<file path="config.mk">
export PLATFORM = sky130hd
export DESIGN_NAME = ghazi_dffram_arbiter
export DESIGN_NICKNAME = d
export VERILOG_FILES = /design/src/rtl/ghazi_ram_pkg.sv /design/src/rtl/ghazi_dffram_arbiter_rr_arb2.sv /design/src/rtl/ghazi_dffram_arbiter.sv
export SDC_FILE = /design/constraint.sdc
export NUM_CORES = 1
export LEC_CHECK = 0
export ABC_CLOCK_PERIOD_IN_PS = 3600
export BUFFER_PORTS_ARGS = -buffer_cell sky130_fd_sc_hd__buf_2
export CAP_MARGIN = 25
export CORE_AREA = 2 2 145 147
export CTS_BUF_LIST = sky130_fd_sc_hd__clkbuf_8
export CTS_CLUSTER_SIZE = 10
export DETAILED_ROUTE_END_ITERATION = 10
export DIE_AREA = 0 0 147 149
export PLACE_DENSITY = 0.52
export SYNTH_ARGS = -nofsm -noshare
export SYNTH_HDL_FRONTEND = slang
export SYNTH_SLANG_ARGS = --single-unit
</file>
<file path="constraint.sdc">
create_clock -name clk_i -period 3.6 [get_ports clk_i]
set_clock_uncertainty 0.15 [all_clocks]
set_input_delay 0.36 -clock clk_i [delete_from_list [all_inputs] [get_ports clk_i]]
set_output_delay 0.36 -clock clk_i [all_outputs]
set_load 0.005 [all_outputs]
</file>
<file path="src/rtl/ghazi_ram_pkg.sv">
// Shared types and helpers for the DFFRAM arbiter.
package ghazi_ram_pkg;

  // Identifies a core requester: used as the round-robin pointer and the read-return tag.
  typedef enum logic [1:0] {
    PORT_NONE  = 2'd0,
    PORT_INSTR = 2'd1,
    PORT_DATA  = 2'd2
  } ram_port_e;

  // A byte lane is written when any bit of its mask byte is set.
  function automatic logic [3:0] wmask_to_we(input logic [31:0] wmask);
    logic [3:0] we;
    for (int i = 0; i < 4; i++) begin
      we[i] = |wmask[8*i +: 8];
    end
    return we;
  endfunction

endpackage

</file>
<file path="src/rtl/ghazi_dffram_arbiter_rr_arb2.sv">
// Two-way round-robin arbiter between the core instruction and data ports.
module ghazi_rr_arb2
  import ghazi_ram_pkg::*;
(
  input  logic clk_i,
  input  logic rst_ni,
  input  logic en_i,
  input  logic instr_req_i,
  input  logic data_req_i,
  output logic instr_gnt_o,
  output logic data_gnt_o
);

  ram_port_e rr_ptr_q, rr_ptr_d;

  // Grant selection: a lone requester wins; on contention the port not last favoured wins.
  always_comb begin
    // NOTE: every output of a combinational block gets a default first, so no path leaves it unassigned and infers a latch.
    instr_gnt_o = 1'b0;
    data_gnt_o  = 1'b0;
    rr_ptr_d    = rr_ptr_q;
    if (en_i) begin
      if (instr_req_i && data_req_i) begin
        if (rr_ptr_q == PORT_DATA) begin
          instr_gnt_o = 1'b1;
          rr_ptr_d    = PORT_INSTR;
        end else begin
          data_gnt_o  = 1'b1;
          rr_ptr_d    = PORT_DATA;
        end
      end else begin
        instr_gnt_o = instr_req_i;
        data_gnt_o  = data_req_i;
      end
    end
  end

  // Pointer register; it moves only on a contested grant.
  always_ff @(posedge clk_i or negedge rst_ni) begin
    // NOTE: state registers use non-blocking assignments so every flop samples pre-edge values.
    if (!rst_ni) rr_ptr_q <= PORT_INSTR;
    else         rr_ptr_q <= rr_ptr_d;
  end

endmodule

</file>
<file path="src/rtl/ghazi_dffram_arbiter.sv">
// Shares one single-port DFFRAM between the UART loader and the core instr/data ports.
module ghazi_dffram_arbiter
  import ghazi_ram_pkg::*;
#(
  parameter int AW    = 8,
  parameter int DW    = 32,
  parameter int CNT_W = 16
) (
  input  logic             clk_i,
  input  logic             rst_ni,
  input  logic             prog_mode_i,
  input  logic             prog_we_i,
  input  logic [13:0]      prog_addr_i,
  input  logic [DW-1:0]    prog_wdata_i,
  input  logic             instr_req_i,
  input  logic             instr_we_i,
  input  logic [13:0]      instr_addr_i,
  input  logic [DW-1:0]    instr_wdata_i,
  input  logic [DW-1:0]    instr_wmask_i,
  output logic             instr_gnt_o,
  output logic             instr_rvalid_o,
  output logic [DW-1:0]    instr_rdata_o,
  input  logic             data_req_i,
  input  logic             data_we_i,
  input  logic [13:0]      data_addr_i,
  input  logic [DW-1:0]    data_wdata_i,
  input  logic [DW-1:0]    data_wmask_i,
  output logic             data_gnt_o,
  output logic             data_rvalid_o,
  output logic [DW-1:0]    data_rdata_o,
  output logic             ram_en_o,
  output logic [3:0]       ram_we_o,
  output logic [AW-1:0]    ram_a_o,
  output logic [DW-1:0]    ram_di_o,
  input  logic [DW-1:0]    ram_do_i,
  output logic [CNT_W-1:0] conflict_cnt_o
);

  ram_port_e        tag_q, tag_d;
  logic [CNT_W-1:0] cnt_q, cnt_d;
  logic             core_en;
  logic             conflict;

  // Address bits above AW are dropped on purpose.
  logic unused_addr_bits;
  assign unused_addr_bits = ^{prog_addr_i[13:AW], instr_addr_i[13:AW], data_addr_i[13:AW]};

  // NOTE: reset also gates the combinational grant/enable path, so an access interrupted by reset never reaches the RAM.
  assign core_en  = rst_ni & ~prog_mode_i;
  assign conflict = ~prog_mode_i & instr_req_i & data_req_i;

  ghazi_rr_arb2 u_rr_arb2 (
    .clk_i       (clk_i),
    .rst_ni      (rst_ni),
    .en_i        (core_en),
    .instr_req_i (instr_req_i),
    .data_req_i  (data_req_i),
    .instr_gnt_o (instr_gnt_o),
    .data_gnt_o  (data_gnt_o)
  );

  // RAM port mux and return-tag selection for the current cycle's owner.
  always_comb begin
    ram_en_o = 1'b0;
    ram_we_o = 4'b0000;
    ram_a_o  = '0;
    ram_di_o = '0;
    tag_d    = PORT_NONE;
    if (prog_mode_i) begin
      ram_en_o = prog_we_i & rst_ni;
      ram_we_o = {4{prog_we_i & rst_ni}};
      ram_a_o  = prog_addr_i[AW-1:0];
      ram_di_o = prog_wdata_i;
    end else if (instr_gnt_o) begin
      ram_en_o = 1'b1;
      ram_we_o = {4{instr_we_i}} & wmask_to_we(instr_wmask_i);
      ram_a_o  = instr_addr_i[AW-1:0];
      ram_di_o = instr_wdata_i;
      tag_d    = instr_we_i ? PORT_NONE : PORT_INSTR;
    end else if (data_gnt_o) begin
      ram_en_o = 1'b1;
      ram_we_o = {4{data_we_i}} & wmask_to_we(data_wmask_i);
      ram_a_o  = data_addr_i[AW-1:0];
      ram_di_o = data_wdata_i;
      tag_d    = data_we_i ? PORT_NONE : PORT_DATA;
    end
  end

  // Saturating count of contested cycles.
  always_comb begin
    cnt_d = cnt_q;
    if (conflict && (cnt_q != '1)) cnt_d = cnt_q + CNT_W'(1);
  end

  // Return tag and conflict counter registers.
  always_ff @(posedge clk_i or negedge rst_ni) begin
    if (!rst_ni) begin
      tag_q <= PORT_NONE;
      cnt_q <= '0;
    end else begin
      tag_q <= tag_d;
      cnt_q <= cnt_d;
    end
  end

  assign instr_rvalid_o = (tag_q == PORT_INSTR);
  assign data_rvalid_o  = (tag_q == PORT_DATA);
  assign instr_rdata_o  = ram_do_i;
  assign data_rdata_o   = ram_do_i;
  assign conflict_cnt_o = cnt_q;

endmodule

</file>
# Word-level counts from Yosys, hierarchy flattened
# Cells that the tools add are included.
# word_totals
regBits	20
inputBits	242
output_inout_bits	129
word_cells	50
# classes
n_addsub	1
eq_ne	4
mux	24
bitwise	7
reduce_logical	11
# op_table
operator	count
$mux W32	3
$reduce_or A8 Y1	8
$mux W8	3
$add A16 B1 Y16 const B	1
$ne A16 B16 Y1 const B	1
$mux W4	3
$mux W1	10
$mux W2	5
$and A4 B4 Y4	2
$and A1 B1 Y1	4
$eq A2 B2 Y1 const B	2
$eq A2 B1 Y1 const B	1
$logic_and A1 B1 Y1	2
$reduce_and A2 Y1	1
$not A1 Y1	1

# Logic depth before layout (Yosys ltp)
# Gate-level depths: netlist of run 1.
# depth
ltp_word	7
mapped_depth	6
mapped_depth_nobuf	5

# Cells and area by module
# Synthesis of run 1 repeated with hierarchy kept, for this count alone.
# hier_totals
cells_unflattened	332
hier_area_um2	2414.8
# by_module_without_submodules
module	instances	cells_per_inst	area_each_um2	seq_area_each_um2
ghazi_dffram_arbiter	1	321	2292.2	450.4
ghazi_rr_arb2	1	11	122.6	51.3

# Least setup slack after synthesis of run 1
# OpenSTA, ideal clock, no wires.
# synth_path
path_kind	input port to output port
startpoint	in prog_mode_i
endpoint	out ram_a_o[0]
arrival_ns	1.433
required_ns	3.090
setup_slack_ns	1.657
stages	6
path_buffers	2
cell_sequence	buf_2 > nand3b_1 > a21oi_2 > clkbuf_1 > a222oi_1 > inv_1
# synth_via
elab_chain_cells	6
elab_cells_between_ends	7
# synth_lines
element	line_no	source
start: declaration	ghazi_dffram_arbiter.sv:11	input logic prog_mode_i,
$not A1 Y1	ghazi_dffram_arbiter.sv:49	assign core_en = rst_ni & ~prog_mode_i;
$and A1 B1 Y1	ghazi_dffram_arbiter.sv:49	
$mux W1	ghazi_dffram_arbiter_rr_arb2.sv:22	if (en_i) begin
$mux W8	ghazi_dffram_arbiter.sv:80	end else if (data_gnt_o) begin
$mux W8	ghazi_dffram_arbiter.sv:74	end else if (instr_gnt_o) begin
$mux W8 *	ghazi_dffram_arbiter.sv:69	if (prog_mode_i) begin
end: declaration	ghazi_dffram_arbiter.sv:33	output logic [AW-1:0] ram_a_o,
# Mark *: on every way between the ends. The rest lies on a longest branch, timed or not.

# Final worst setup path of run 1
# layout_path
startpoint	in rst_ni
endpoint	out ram_di_o[25]
# layout_via
elab_chain_cells	5
elab_cells_between_ends	6
# layout_lines
element	line_no	source
start: declaration	ghazi_dffram_arbiter.sv:10	input logic rst_ni,
$and A1 B1 Y1 *	ghazi_dffram_arbiter.sv:49	
$mux W1	ghazi_dffram_arbiter_rr_arb2.sv:22	
$mux W32	ghazi_dffram_arbiter.sv:80	
$mux W32 *	ghazi_dffram_arbiter.sv:74	
$mux W32 *	ghazi_dffram_arbiter.sv:69	
end: declaration	ghazi_dffram_arbiter.sv:34	output logic [DW-1:0] ram_di_o,
# Marks and branches as above.

==> flow_summary_export.csv, run 1 <==
group,metric,value,unit
logic_synthesis,avgSynthCellArea,8.17,um^2
worst_setup_path,crit_slowest_cell,"dlygate4sd3_1",
logic_synthesis,ys_dominant_reg_cell,"dfrtp_1",
logic_synthesis,synth.top_cells.by_area,"buf_4 20%, dfrtp_1 20%, a222oi_1 17%, inv_1 6.5%, nand3_1 4.3%",
sta,fmax,349,MHz
logic_synthesis,ys_seq_elements,20,
clocking,clock_latency,0.26,ns
clocking,cts_tree,"built",
clocking,clk_pin_slew,0.07,ns
global_route,first_global_vias,2679,
power,p_per_area,247,nW/um^2
logic_synthesis,synth_xor_xnor_area_share,4.09,%
floorplanning,initial_core_util,11.4,%
placed_design,place_congestion,0.801,
placed_design,hpwl,9.68,mm
routing,num_vias,3001,
logic_synthesis,synth_area_leader_cell,"buf_4",
clocking,clock_sinks,20,
sta,fin_worst_hold_slack,0.194,ns
worst_setup_path,path_class,"input port to primary output",
power,p_comb_share,44.5,%
clocking,clockBufferDepth,2,
worst_setup_path,arrival,2.35,ns
floorplanning,die_w,147,um
power,pwr-share-clk,19.3,%
logic_synthesis,synthAdderAreaFrac,0.532,%
logic_synthesis,synth_cell_types,36,
power,p_int,0.000569,W
sta,hold_viol,0,
logic_synthesis,synth_edf_count,0,
logic_synthesis,synth_area,2350,um^2
routing,ant_nets,0,
worst_setup_path,start_kind,"input port",
sta,min_period,2.86,ns
worst_setup_path,cpMostUsedCell,"buf_2",
finish,layout_commonest_cell,"buf_2",
routing,dr.pass1.iters,8,
power,p_leak,2.04,nW
routing,via_per_inst,3.97,
routing,drt-total-wl,11.3,mm
global_route,grt-ovfl-total,0,
finish,syn_to_final_growth,51.7,%
placed_design,io_buffers,256,
worst_setup_path,crit_chain,"dlygate4sd3_1, buf_2, nand3b_1, a21oi_4, buf_4, a222oi_1, inv_1, buf_2",
worst_setup_path,reg2reg_slack,1.52,ns
floorplanning,fp-row-count,53,
logic_synthesis,async_flop_share,100,%
worst_setup_path,cp_max_fo,17,
finish,fin_nets,723,
logic_synthesis,synthCells,288,
logic_synthesis,synth_top_family_by_area,"buffers and inverters",
floorplanning,coreArea,20600,um^2
floorplanning,pin_count,371,
global_route,grt_pass1_wl,15.7,mm
sta,rsz0062_at_grt,"no",
logic_synthesis,synth-compound-area-share,20.5,%
logic_synthesis,yosysWarningCount,0,
global_route,grt_max_degree,37,
global_route,grt_antenna_before_repair,1,
power,sequentialPowerShare,36.2,%
clocking,numCtsBuffers,3,
worst_hold_path,hold_path_class,"input port to flip-flop",
clocking,cts_root_buffer,"clkbuf_8",
sta,finalSetupTns,0,ns
power,vdd_ir_drop_max,0.140,mV
sta,slew-limit-headroom,65.4,%
logic_synthesis,synth_nets,531,
finish,most-common-layout-cells,"256 x buf_2, 41 x inv_1, 40 x a222oi_1",
routing,drc,0,
floorplanning,die_area,21900,um^2
global_route,grt_use_total,9.28,%
worst_setup_path,crit_path_max_incr_delay,0.52,ns
finish,drive_gt1_share,58.5,%
worst_setup_path,crit_required,3.09,ns
logic_synthesis,synth_mux_area_share,2.39,%
logic_synthesis,yosysTopAreaCellShare,20.4,%
sta,final-setup-viol-count,0,
logic_synthesis,synthSimpleGateAreaFrac,21.8,%
sta,worst_pin_slew,0.518,ns
routing,routedWlPerCell,14.9,um
power,p_sw,0.000313,W
logic_synthesis,ys_seq_area_share,21.3,%
clocking,htreeDepth,1,
floorplanning,die_h,149,um
worst_setup_path,endpoint_kind,"primary output",
sta,finalMaxSlewViolations,0,
power,switching_share,35.5,%
flow_run,drv_cap,0,
sta,timing.final.crit_share,79.6,%
run_status,status,"finished, final reports clean",
routing,drt_iter0_markers,277,
synth_stat cells, drive strengths merged (5+ instances only):
cell type   n
buf        70
inv        41
a222oi     40
nand3      20
dfrtp      19
nand2      18
nor4       18
xor2        8
clkbuf      7
mux2        5
layout make-up:
class,instances,area [um^2]
clock buffer,4,55.1
fill,2373,17000
sequential,20,502
tap,275,344
inverter,41,154
timing repair buffer,264,1340
antenna,1,2.50
multi-input combinational,150,1170
path summary, 6_finish.rpt:
check                                           start                     to  depth (start not counted)
worst max-delay path                           rst_ni           ram_di_o[25]                          8
worst min-delay path                        data_we_i               tag_q[1]                          2
worst max register to register      conflict_cnt_o[0]      conflict_cnt_o[1]                          5
worst min register to register  u_rr_arb2.rr_ptr_q[0]  u_rr_arb2.rr_ptr_q[0]                          2
max in group asynchronous                      rst_ni  u_rr_arb2.rr_ptr_q[0]                          3
min in group asynchronous                      rst_ni      conflict_cnt_o[7]                          3
through the flow:
stage / area (um^2) / total power, W / instances / util (%) / setup slack (ns)
2_1_floorplan: 2350 / 0.000534 / 288 / - / 1.66
3_3_place_gp: 3500 / 0.000721 / 749 / 17.0 / 1.06
3_5_place_dp: 3500 / 0.000723 / 749 / 17.0 / 1.06
4_1_cts: 3570 / 0.000900 / 754 / 17.4 / 0.709
5_1_grt: 3570 / 0.000957 / 755 / 17.4 / 0.617
6_report: 3570 / 0.000882 / 755 / 17.4 / 0.735
logic make-up after synthesis:
family	Yosys count
muxes	5
xor gates and xnor gates	11
DFF	20
buffers and inverters	118
adders and majority gates	1
and+or+nand+nor	84
AOI/OAI and AO/OA	49
power by group through the flow:
stage                     combinational [W]  sequential [W]  clock, W
after CTS                          0.000401        0.000320  0.000179
after global routing               0.000437        0.000332  0.000189
final                              0.000393        0.000319  0.000170
after global placement             0.000397        0.000324         0
after floorplan                    0.000218        0.000316         0
after detailed placement           0.000399        0.000324         0
metal layers:
layer | up-vias | wire, um | GRT usage, % | share of wire, %
met3 | 10 | 1160 | 2.51 | 10
met4 | 0 | 121 | 1.39 | 1.1
met5 | - | 0 | 0 | 0
met2 | 208 | 5460 | 16.0 | 48
li1 | 1399 | - | - | -
met1 | 1384 | 4530 | 11.9 | 40
state kept, by name, summed over array words and instances, names as in the netlist:
signal	count
tag_q	2
u_rr_arb2.rr_ptr_q	2
conflict_cnt_o	16
timing repair:
action	4_1_cts	5_1_grt
hold endpoints to repair	19	0
hold buffers	1	0
setup buffers	0	0
gates resized for setup	0	0
worst max-delay path: cells and delay by family:
family | cells | cell delay, ns
buf+inv | 5 | 1.29
simple gates | 1 | 0.12
compound gates | 2 | 0.59
Note: power is estimated with default switching activity, not from simulation.
==> run 2: changes to the inputs <==
--- a/config.mk
+++ b/config.mk
@@ -5,15 +5,16 @@
 export SDC_FILE = /design/constraint.sdc
 export NUM_CORES = 1
 export LEC_CHECK = 0
-export ABC_CLOCK_PERIOD_IN_PS = 3600
+export ABC_AREA = 1
+export ABC_CLOCK_PERIOD_IN_PS = 2500
 export BUFFER_PORTS_ARGS = -buffer_cell sky130_fd_sc_hd__buf_2
 export CAP_MARGIN = 25
-export CORE_AREA = 2 2 145 147
+export CORE_AREA = 2 2 144 146
 export CTS_BUF_LIST = sky130_fd_sc_hd__clkbuf_8
 export CTS_CLUSTER_SIZE = 10
 export DETAILED_ROUTE_END_ITERATION = 10
-export DIE_AREA = 0 0 147 149
-export PLACE_DENSITY = 0.52
+export DIE_AREA = 0 0 146 148
+export PLACE_DENSITY = 0.55
 export SYNTH_ARGS = -nofsm -noshare
 export SYNTH_HDL_FRONTEND = slang
 export SYNTH_SLANG_ARGS = --single-unit
==> constraint.sdc (replaced) <==
create_clock -name clk_i -period 2.5 [get_ports clk_i]
set_clock_uncertainty 0.15 [all_clocks]
set_input_delay 0.25 -clock clk_i [delete_from_list [all_inputs] [get_ports clk_i]]
set_output_delay 0.25 -clock clk_i [all_outputs]
set_load 0.005 [all_outputs]
==> run 2 against run 1 <==
Non-clock buffer count grew 1. First-iteration DRC count shrank 46%. Flip-flop and latch count is the same. Global-route usage grew 1.4 points. Wire length grew 5.7%. Total power grew 33%. Hold slack lost 0.19 ns. Synthesized cell count grew 63%. Die area shrank 1.3%. Via count grew 18%.
==> flow_summary_export.csv, run 2 <==
group,metric,value,unit
logic_synthesis,synth.top_cells.by_area,"nand2_1 28%, buf_4 18%, dfrtp_1 18%, nand3_1 10%, nor2_1 8.1%",
logic_synthesis,synth_common_cells,"201 x nand2_1, 64 x buf_4, 57 x nor2_1, 54 x nand3_1, 20 x inv_1",
routing,dr.pass1.iters,4,
worst_setup_path,crit_required,2.10,ns
finish,final_cell_area,3850,um^2
finish,multi_input_area,1500,um^2
clocking,post_cts_resized,0,
clocking,clk_pin_slew,0.07,ns
clocking,clock_latency,0.26,ns
routing,via_per_inst,3.80,
floorplanning,initial_core_util,13.2,%
logic_synthesis,synth_area,2650,um^2
power,p_leak,2.16,nW
floorplanning,die_h,148,um
finish,layout.area.seq,502,um^2
finish,largest_reg_flops,16,
sta,rsz0062_at_grt,"no",
sta,timing.final.crit_share,90.0,%
logic_synthesis,synth_area_leader_cell,"nand2_1",
flow_run,drv_cap,0,
logic_synthesis,synthCells,469,
clocking,clock_sinks,20,
finish,fin_cells,931,
logic_synthesis,yosysWarningCount,0,
sta,fmax,445,MHz
routing,drt_iter0_markers,150,
global_route,grt_use_total,10.6,%
sta,worst_pin_slew,0.492,ns
logic_synthesis,ys_seq_area_share,18.9,%
routing,ant_nets,0,
worst_setup_path,cp_max_fo,22,
placed_design,hpwl,10.1,mm
floorplanning,coreArea,20000,um^2
placed_design,place_congestion,0.824,
global_route,grt_max_degree,43,
global_route,first_global_vias,3335,
logic_synthesis,yosysTopAreaCellShare,28.5,%
sta,hold_viol,0,
worst_setup_path,arrival,1.85,ns
placed_design,dp.cells,924,
logic_synthesis,synth_edf_count,0,
worst_hold_path,hold_path_class,"input port to flip-flop",
logic_synthesis,synth_cell_types,21,
finish,fin_nets,903,
logic_synthesis,avgSynthCellArea,5.65,um^2
logic_synthesis,async_flop_share,100,%
floorplanning,die_area,21600,um^2
finish,most-common-layout-cells,"256 x buf_2, 201 x nand2_1, 57 x nor2_1",
sta,finalSetupTns,0,ns
clocking,htreeDepth,1,
finish,fillers,2376,
floorplanning,fp-row-count,52,
finish,drive_gt1_share,42.2,%
logic_synthesis,ys_dominant_reg_cell,"dfrtp_1",
floorplanning,pin_count,371,
global_route,grt_pass1_wl,18.4,mm
sta,slew-limit-headroom,67.2,%
worst_setup_path,endpoint_kind,"primary output",
floorplanning,die_w,146,um
logic_synthesis,synth_nets,712,
finish,layout_commonest_cell,"buf_2",
global_route,grt-ovfl-total,0,
routing,top_layer,"met5",
clocking,cts_root_buffer,"clkbuf_8",
finish,utilization,19.2,%
worst_setup_path,path_class,"input port to primary output",
routing,routedWlPerCell,12.8,um
clocking,clockBufferDepth,2,
routing,wl_met3,1.14,mm
logic_synthesis,ys_seq_elements,20,
routing,drc,0,
logic_synthesis,yosysMostFrequentCell,"nand2_1",
placed_design,io_buffers,256,
clocking,numCtsBuffers,3,
power,vdd_ir_drop_max,0.173,mV
sta,finalMaxSlewViolations,0,
sta,min_period,2.25,ns
worst_setup_path,start_kind,"input port",
routing,drt-met1-wl,5.11,mm
routing,dr_wl_met2,5.54,mm
finish,syn_to_final_growth,45.3,%
global_route,grt_antenna_before_repair,3,
routing,num_vias,3535,
sta,final-setup-viol-count,0,
placed_design,place_area,3780,um^2
clocking,cts_tree,"built",
power,p_per_area,304,nW/um^2
run_status,status,"finished, final reports clean",
routing,drt-total-wl,11.9,mm
## run 2: cell count changes after synthesis, moves of 3 or more
cell      before  now
nand2_1       18  201
nor2_1         3   57
a222oi_1      40    0
nand3_1       20   54
inv_1         41   20
nor4_1        16    0
nand4_1        4   15
xor2_1         8    0
mux2_2         5    0
nor2b_1        4    0
nor3_1         4    0
xnor2_1        3    7
o21ai_0        3    6
## run 2: layout make-up
cell class                      instances  area share [%]
Antenna cell                            2           0.130
Sequential cell                        20            13.0
Multi-Input combinational cell        347            38.9
Timing Repair Buffer                  265            35.4
Inverter                               23            2.28
Tap cell                              270            8.78
Clock buffer                            4            1.43
## run 2: cell families after synthesis
group	count (synthesis)	share of synthesized area [%]
AOI/OAI and AO/OA	7	1.75
xor gates and xnor gates	7	2.31
adders and majority gates	1	0.472
buffers and inverters	102	24.5
DFF	20	18.9
and+or+nand+nor	332	52.0
## run 2: path summary, 6_finish.rpt
| check | startpoint | end | slack, ns | cells after the start |
|---|---|---|---|---|
| min in group asynchronous | rst_ni | conflict_cnt_o[0] | 0.42 | 3 |
| max reg2reg | conflict_cnt_o[0] | conflict_cnt_o[4] | 0.55 | 8 |
| max | rst_ni | ram_en_o | 0.25 | 6 |
| max in group asynchronous | rst_ni | u_rr_arb2.rr_ptr_q[0] | 1.48 | 3 |
| min reg2reg | u_rr_arb2.rr_ptr_q[0] | u_rr_arb2.rr_ptr_q[0] | 0.34 | 2 |
| min | data_we_i | tag_q[1] | 0.006 | 2 |
## run 2: power breakdown
| group | switching, W | internal (W) | leakage (nW) |
|---|---|---|---|
| Clock | 0.000114 | 0.000140 | 0.0288 |
| Combinational | 0.000245 | 0.000254 | 1.86 |
| Sequential | 0.0000540 | 0.000364 | 0.269 |
## run 2: worst max-delay path, cell delays in order
cell and delay (ns):
buf_2 0.13, dlygate4sd3_1 0.56, buf_4 0.30, nand3_1 0.30, nand3_1 0.17, buf_2 0.13
## run 2: what timing repair did
| action | CTS | global route |
|---|---|---|
| endpoints found under the setup margin | 0 | 0 |
| hold endpoints to repair | 19 | 0 |
| buffers inserted | 0 | 0 |
| hold buffers | 1 | 0 |
## run 2: routing by layer
metal  vias to the layer above  track usage [%]
met5                         -                0
met4                         2             1.12
met3                        10             3.89
met2                       205             17.6
met1                      1524             13.7
li1                       1794                -
## run 2: through the flow
step	hold slack, ns	total power, W	worst slack (ns)
after global placement	0.184	0.000928	0.462
after global routing	0.0191	0.00127	0.0431
after detailed placement	0.179	0.000933	0.451
after floorplan	-0.196	0.000704	0.811
final	0.00606	0.00117	0.251
after CTS	0.00397	0.00119	0.171
